File: src/rtl/renkon_post.sv
`default_nettype none
// ============================================================================
// Module   : renkon_post
// Brief    : Bias add, saturation, activation and non-overlapping max pooling
//            of the accumulated convolution stream, with start/abort framing.
// Revision : 1.0
// ============================================================================
module renkon_post #(
    parameter int DWIDTH     = 16,
    parameter int AWIDTH     = 32,
    parameter int FRAC       = 8,
    parameter int LWIDTH     = 10,
    parameter int MAXFEA     = 256,
    parameter int PMAX       = 4,
    parameter int LEAK_SHIFT = 3
) (
    input  logic                     clk,
    input  logic                     rst,
    input  logic                     start,
    input  logic [LWIDTH-1:0]        fea_size,
    input  logic [LWIDTH-1:0]        pool_size,
    input  logic [1:0]               act_mode,
    input  logic signed [DWIDTH-1:0] bias,
    input  logic                     in_valid,
    input  logic signed [AWIDTH-1:0] in_data,
    output logic                     out_valid,
    output logic signed [DWIDTH-1:0] out_data,
    output logic                     busy,
    output logic                     done
);

    localparam int AW = (MAXFEA > 1) ? $clog2(MAXFEA) : 1;
    localparam int WW = $clog2(PMAX + 1);
    localparam int SW = AWIDTH + 1;
    localparam logic [LWIDTH-1:0] L_ONE = 1;
    localparam logic [WW-1:0]     W_ONE = 1;
    localparam logic [AW-1:0]     P_ONE = 1;
    localparam logic signed [SW-1:0] SAT_MAX = {{(SW-DWIDTH+1){1'b0}}, {(DWIDTH-1){1'b1}}};
    localparam logic signed [SW-1:0] SAT_MIN = {{(SW-DWIDTH+1){1'b1}}, {(DWIDTH-1){1'b0}}};

    logic signed [DWIDTH-1:0] row_buf [MAXFEA];

    logic                     busy_q, busy_d, all_in_q, all_in_d;
    logic [LWIDTH-1:0]        fea_q, fea_d, pool_q, pool_d;
    logic [1:0]               act_q, act_d;
    logic signed [DWIDTH-1:0] bias_q, bias_d;
    logic [LWIDTH-1:0]        col_q, col_d, row_q, row_d;
    logic [WW-1:0]            wcol_q, wcol_d, wrow_q, wrow_d;
    logic [AW-1:0]            pcol_q, pcol_d;
    logic                     s1_vld_q, s1_vld_d, s1_keep_q, s1_keep_d;
    logic                     s1_first_q, s1_first_d, s1_emit_q, s1_emit_d, s1_last_q, s1_last_d;
    logic signed [DWIDTH-1:0] s1_sat_q, s1_sat_d;
    logic [AW-1:0]            s1_pcol_q, s1_pcol_d;
    logic                     s2_vld_q, s2_vld_d, s2_keep_q, s2_keep_d;
    logic                     s2_first_q, s2_first_d, s2_emit_q, s2_emit_d, s2_last_q, s2_last_d;
    logic signed [DWIDTH-1:0] s2_act_q, s2_act_d, s2_rd_q, s2_rd_d;
    logic [AW-1:0]            s2_pcol_q, s2_pcol_d;
    logic                     out_valid_q, out_valid_d, done_q, done_d;
    logic signed [DWIDTH-1:0] out_data_q, out_data_d;

    logic                     accept, col_end, row_end, wcol_end, wrow_end, keep, wr_en;
    logic [LWIDTH:0]          win_c, win_r;
    logic signed [AWIDTH-1:0] in_shift;
    logic signed [SW-1:0]     sum;
    logic signed [DWIDTH-1:0] sat, act, pooled;

    always_comb begin
        busy_d = busy_q;   all_in_d = all_in_q;
        fea_d = fea_q;     pool_d = pool_q;   act_d = act_q;   bias_d = bias_q;
        col_d = col_q;     row_d = row_q;     wcol_d = wcol_q; wrow_d = wrow_q; pcol_d = pcol_q;

        accept   = busy_q && in_valid && !all_in_q && !start;
        col_end  = (col_q == fea_q - L_ONE);
        row_end  = (row_q == fea_q - L_ONE);
        wcol_end = ({{(LWIDTH-WW){1'b0}}, wcol_q} == pool_q - L_ONE);
        wrow_end = ({{(LWIDTH-WW){1'b0}}, wrow_q} == pool_q - L_ONE);
        // Window origin plus pool size past the map edge means a trailing partial window.
        win_c = {1'b0, col_q} - {{(LWIDTH-WW+1){1'b0}}, wcol_q} + {1'b0, pool_q};
        win_r = {1'b0, row_q} - {{(LWIDTH-WW+1){1'b0}}, wrow_q} + {1'b0, pool_q};
        keep  = (win_c <= {1'b0, fea_q}) && (win_r <= {1'b0, fea_q});

        in_shift = in_data >>> FRAC;
        sum      = SW'(in_shift) + SW'(bias_q);
        if (sum > SAT_MAX)
            sat = SAT_MAX[DWIDTH-1:0];
        else if (sum < SAT_MIN)
            sat = SAT_MIN[DWIDTH-1:0];
        else
            sat = sum[DWIDTH-1:0];

        case (act_q)
            2'd1:    act = s1_sat_q[DWIDTH-1] ? '0 : s1_sat_q;
            2'd2:    act = s1_sat_q[DWIDTH-1] ? (s1_sat_q >>> LEAK_SHIFT) : s1_sat_q;
            default: act = s1_sat_q;
        endcase

        pooled = (s2_first_q || (s2_act_q > s2_rd_q)) ? s2_act_q : s2_rd_q;
        wr_en  = s2_vld_q && s2_keep_q && (pool_q != L_ONE);

        s1_vld_d   = accept;
        s1_sat_d   = sat;
        s1_keep_d  = keep;
        s1_first_d = (wcol_q == '0) && (wrow_q == '0);
        s1_emit_d  = wcol_end && wrow_end;
        s1_last_d  = col_end && row_end;
        s1_pcol_d  = pcol_q;

        s2_vld_d   = s1_vld_q;
        s2_keep_d  = s1_keep_q;
        s2_first_d = s1_first_q;
        s2_emit_d  = s1_emit_q;
        s2_last_d  = s1_last_q;
        s2_pcol_d  = s1_pcol_q;
        s2_act_d   = act;
        // The entry being written this edge is not yet in the array; forward it.
        s2_rd_d    = (wr_en && (s2_pcol_q == s1_pcol_q)) ? pooled : row_buf[s1_pcol_q];

        out_valid_d = s2_vld_q && s2_keep_q && s2_emit_q;
        out_data_d  = out_valid_d ? pooled : out_data_q;
        done_d      = s2_vld_q && s2_last_q;

        if (done_q)
            busy_d = 1'b0;

        if (accept) begin
            if (col_end) begin
                col_d  = '0;
                row_d  = row_q + L_ONE;
                wcol_d = '0;
                pcol_d = '0;
                wrow_d = wrow_end ? '0 : wrow_q + W_ONE;
            end else begin
                col_d = col_q + L_ONE;
                if (wcol_end) begin
                    wcol_d = '0;
                    pcol_d = pcol_q + P_ONE;
                end else begin
                    wcol_d = wcol_q + W_ONE;
                end
            end
            if (col_end && row_end)
                all_in_d = 1'b1;
        end

        if (start) begin
            busy_d   = 1'b1;
            all_in_d = 1'b0;
            fea_d    = fea_size;
            pool_d   = pool_size;
            act_d    = act_mode;
            bias_d   = bias;
            col_d    = '0;
            row_d    = '0;
            wcol_d   = '0;
            wrow_d   = '0;
            pcol_d   = '0;
            s2_vld_d    = 1'b0;
            out_valid_d = 1'b0;
            done_d      = 1'b0;
        end
    end

    always_ff @(posedge clk) begin
        if (rst) begin
            busy_q <= 1'b0;  all_in_q <= 1'b0;
            fea_q  <= '0;    pool_q   <= '0;   act_q  <= '0;  bias_q <= '0;
            col_q  <= '0;    row_q    <= '0;   wcol_q <= '0;  wrow_q <= '0;  pcol_q <= '0;
            s1_vld_q <= 1'b0; s1_keep_q <= 1'b0; s1_first_q <= 1'b0; s1_emit_q <= 1'b0;
            s1_last_q <= 1'b0; s1_sat_q <= '0; s1_pcol_q <= '0;
            s2_vld_q <= 1'b0; s2_keep_q <= 1'b0; s2_first_q <= 1'b0; s2_emit_q <= 1'b0;
            s2_last_q <= 1'b0; s2_act_q <= '0; s2_rd_q <= '0; s2_pcol_q <= '0;
            out_valid_q <= 1'b0; out_data_q <= '0; done_q <= 1'b0;
        end else begin
            busy_q <= busy_d;  all_in_q <= all_in_d;
            fea_q  <= fea_d;   pool_q   <= pool_d;  act_q  <= act_d;  bias_q <= bias_d;
            col_q  <= col_d;   row_q    <= row_d;   wcol_q <= wcol_d; wrow_q <= wrow_d; pcol_q <= pcol_d;
            s1_vld_q <= s1_vld_d; s1_keep_q <= s1_keep_d; s1_first_q <= s1_first_d;
            s1_emit_q <= s1_emit_d; s1_last_q <= s1_last_d; s1_sat_q <= s1_sat_d;
            s1_pcol_q <= s1_pcol_d;
            s2_vld_q <= s2_vld_d; s2_keep_q <= s2_keep_d; s2_first_q <= s2_first_d;
            s2_emit_q <= s2_emit_d; s2_last_q <= s2_last_d; s2_act_q <= s2_act_d;
            s2_rd_q <= s2_rd_d; s2_pcol_q <= s2_pcol_d;
            out_valid_q <= out_valid_d; out_data_q <= out_data_d; done_q <= done_d;
        end
    end

    always_ff @(posedge clk) begin
        if (wr_en)
            row_buf[s2_pcol_q] <= pooled;
    end

    assign out_valid = out_valid_q;
    assign out_data  = out_data_q;
    assign busy      = busy_q;
    assign done      = done_q;

endmodule
`default_nettype wire

File: config.mk
export PLATFORM = sky130hd
export DESIGN_NAME = renkon_post
export DESIGN_NICKNAME = d
export VERILOG_FILES = /design/src/rtl/renkon_post.sv
export SDC_FILE = /design/constraint.sdc
export NUM_CORES = 2
export LEC_CHECK = 0
export ABC_AREA = 0
export BUFFER_PORTS_ARGS = -buffer_cell sky130_fd_sc_hd__buf_2
export CAP_MARGIN = 20
export CORE_MARGIN = 2
export CORE_UTILIZATION = 55
export CTS_BUF_LIST = sky130_fd_sc_hd__clkbuf_8 sky130_fd_sc_hd__clkbuf_16
export DETAILED_ROUTE_END_ITERATION = 8
export PLACE_DENSITY = 0.78
export SYNTH_ARGS = -nofsm -noshare
export SYNTH_HDL_FRONTEND = slang
export SYNTH_SLANG_ARGS = --single-unit
File: constraint.sdc
create_clock -name clk -period 17.53 [get_ports clk]
set_clock_uncertainty 0.1 [all_clocks]
set_input_delay 0 -clock clk [delete_from_list [all_inputs] [get_ports clk]]
set_output_delay 0 -clock clk [all_outputs]
set_load 0.01 [all_outputs]
==> metrics.md <==
| Metric | Value |
|---|---|
| Status | `completed` |
| Final core occ | `approximately 63%` |
| Wirelength, routed | `approximately 420000 um` |
| NumNets Final | `between 8000 and 9000` |
| CTS tree | `done` |
| Period Utilization, post-route | `40.5%` |
| Yosys warns | `0` |
| RSZ-0062 raised after global routing | `false` |
| Power per standard cell area | `113 mW/mm2` |
| Fin. max-slew vios | `0` |
| Final setup margin | `10430 ps` |
| Final setup fails | `0` |
| Chip Width | `~550 um` |
| FP Rows | `~200` |
| Slew HR | `16.6%` |
| Drt first-iter violations | `between 10000 and 15000` |
| Total grt overflow | `0` |
| Compound-Gate Fraction of Synth Area | `1.00%` |
| Initial antenna violation count | `24` |
| Syn Nets | `7496` |
| Final hold vios | `0` |
| Root Driver | `clkbuf_16` |
| Clock buffer depth | `4` |
| Most frequent cells after synthesis | `edfxtp_1, mux4_2, nor2_1` |
| Post-CTS Resized | `0` |
| Synth Area in Simple Gates | `1.75%` |
| Post-CTS setup buffers | `0` |
| Die height | `554 um` |
| Unique cell type count in the Yosys netlist | `63` |
| Critical path class | `register to register` |
| Post-CTS Hold Buffers | `196` |
| Cell Area, Synth | `0.166 mm2` |
| Pleak | `58.6 nW` |
| Post-synthesis average cell area | `22.8 um2` |
| DR vias | `approximately 82000` |
| Post-synthesis mux area share | `a little under a fifth` |
| Initial DRT Pass Iterations | `6` |
| Routed WL per cell | `about 34 um` |
| Post-route ant nets | `0` |
| Hold Slack | `between 60 and 70 ps` |
| Post-synth top area share | `~74%` |
| Crit Path Max Fanout | `97` |
| Worst-path clk slew | `~60 ps` |
| Required time of the critical path | `18160 ps` |
| First-pass GRT wire length | `607000 um` |
| IO Count | `93` |
| Yosys top cell by area | `edfxtp_1` |
| Setup TNS | `0 ps` |
| Crit path capture type | `register` |
| Fraction of layout cells with a size suffix above 1 | `29.4%` |
| Gate Count Post-Synth | `7307` |
| Synthesis-to-finish area growth | `13.5%` |
| Number of global-route vias before repair | `about 84000` |
| Post-synth top flop | `edfxtp_1` |
| Max cap viols | `0` |
| Synth Area in Adders | `less than 1%` |
| Max frequency | `141 MHz` |
| Core box area | `0.300 mm2` |
| Ys async rst share | `0%` |
| Pin count of the biggest net entering global routing | `between 150 and 200` |
| Actual slew at the worst max-slew pin | `1250 ps` |
| TritonCTS Buffers | `405` |
| Number of synthesized flops with an enable pin | `4096` |
| Register bit total from synthesis | `4262` |
| Clk sink count | `4262` |
| Placed wire-length estimate | `220000 um` |
| Most numerous cell in the Yosys netlist | `edfxtp_1` |
| Final worst path period need | `7100 ps` |
| Fillcell total | `between 15000 and 20000` |
| Total power | `around 0.021 W` |
| Worst skew pair latency | `920 ps` |
| Vias per cell | `6.70` |
| DRC Markers | `0` |
| Worst vdd ir | `about 84 uV` |
| Gpl congestion | `0.867` |
| Worst hold-check path type | `primary input to register` |
| Register area share after synthesis | `76.0%` |
| Global-route total usage across every layer | `27.4%` |
| CP startpoint kind | `register` |
| Main combinational cell family by area after synthesis | `multiplexers` |
| Top cells by area, synth | `edfxtp_1, mux4_2, dfxtp_1` |
| Buffers on Ports | `84` |
| XOR/XNOR Fraction of Synth Area | `0.565%` |
| Place WS | `10440 ps` |
| Arrival time worst endpoint | `around 7700 ps` |
| H-tree levels | `5` |
| Initial Util | `55.4%` |
| Die area | `0.307 mm2` |
==> layout by cell type, fill, tap and decap left out, drive strengths merged, types with 30 or more instances in the layout <==
master       instances
nand4               30
clkinvlp            30
o21ai               42
nor2b               37
inv                210
mux2i               56
xor2                32
xnor2               65
a21oi               70
clkinv             160
buf                450
clkbuf             412
mux4              1344
ha                 108
bufinv              60
dlygate4sd3        196
nor2               381
a22oi               33
dfxtp              166
edfxtp            4096
nand2               91
==> kinds of logic (layout without fill, tap and decap cells) <==
logic type      after synthesis  in the layout
xor+xnor                    101            101
flops                      4262           4262
compound gates              256            256
simple gates                650            650
buf+inv                     523           1518
other cells                   0              8
mux                        1400           1400
fa+ha+maj                   115            115
==> worst paths after layout <==
check                               start                       to  slack, ps  cells after the start
hold reg to reg       s1_vld_q$_SDFF_PP0_      s2_vld_q$_SDFF_PP0_        330                      2
setup reg to reg  s1_pcol_q[0]$_SDFF_PP0_    s2_rd_q[8]$_SDFF_PP0_      10430                      9
hold / removal                in_data[27]  s1_sat_q[14]$_SDFF_PP0_         60                      6
setup / recovery  s1_pcol_q[0]$_SDFF_PP0_    s2_rd_q[8]$_SDFF_PP0_      10430                      9
==> worst max-delay path, stage by stage, from the launching register on <==
cell and delay (ps):
dfxtp_4 740, buf_4 740, buf_12 630, buf_4 800
buf_4 900, mux4_2 630, mux4_2 520, mux4_2 480
a22oi_1 860, o211ai_1 200
==> cell type report <==
| cell class | instances | area, um2 | share of cell area, % |
|---|---|---|---|
| diodes | 8 | 20.0 | 0.0106 |
| clock buffers | 412 | 10300 | 5.44 |
| clock inverters | 323 | 3170 | 1.68 |
| inverters | 137 | 634 | 0.336 |
| multi-input cells | 2522 | 37900 | 20.1 |
| flip-flops and latches | 4262 | 126000 | 66.9 |
| well taps | 3958 | 4950 | 2.62 |
| repair buffers | 646 | 5500 | 2.91 |
==> power by group <==
| group | internal (W) | switching [W] | leakage, nW |
|---|---|---|---|
| clock network | 0.00514 | 0.00380 | 6.75 |
| registers | 0.0115 | 0.0000174 | 38.6 |
| logic | 0.000175 | 0.000629 | 13.2 |
| total | 0.0168 | 0.00444 | 58.6 |
==> stage by stage <==
step | area (um2) | std cells
after detailed placement | 173000 | 11300
after CTS | 188000 | 12200
after global routing | 189000 | 12300
after global placement | 173000 | 11300
after floorplan | 166000 | 7307
final | 189000 | 12300
==> registers in the layout, indices dropped and copies added, names as in the netlist, 2 cells and up <==
| signal | flops |
|---|---|
| act_q | 2 |
| bias_q | 16 |
| col_q | 10 |
| fea_q | 10 |
| out_data | 16 |
| pcol_q | 8 |
| pool_q | 10 |
| row_buf | 4096 |
| row_q | 10 |
| s1_pcol_q | 8 |
| s1_sat_q | 16 |
| s2_act_q | 16 |
| s2_pcol_q | 8 |
| s2_rd_q | 16 |
| wcol_q | 3 |
| wrow_q | 3 |
==> layer usage <==
layer | up-vias | wire, um | part of all wire, % | GRT usage, %
li1 | 32100 | - | - | -
met1 | 43300 | 148000 | 35 | 36.4
met2 | 5849 | 209000 | 49 | 44.5
met3 | 949 | 45600 | 11 | 5.83
met4 | 20 | 20000 | 4.7 | 11.5
met5 | - | 166 | 0.039 | 0
No activity file was read; power rests on OpenSTA's default activity.
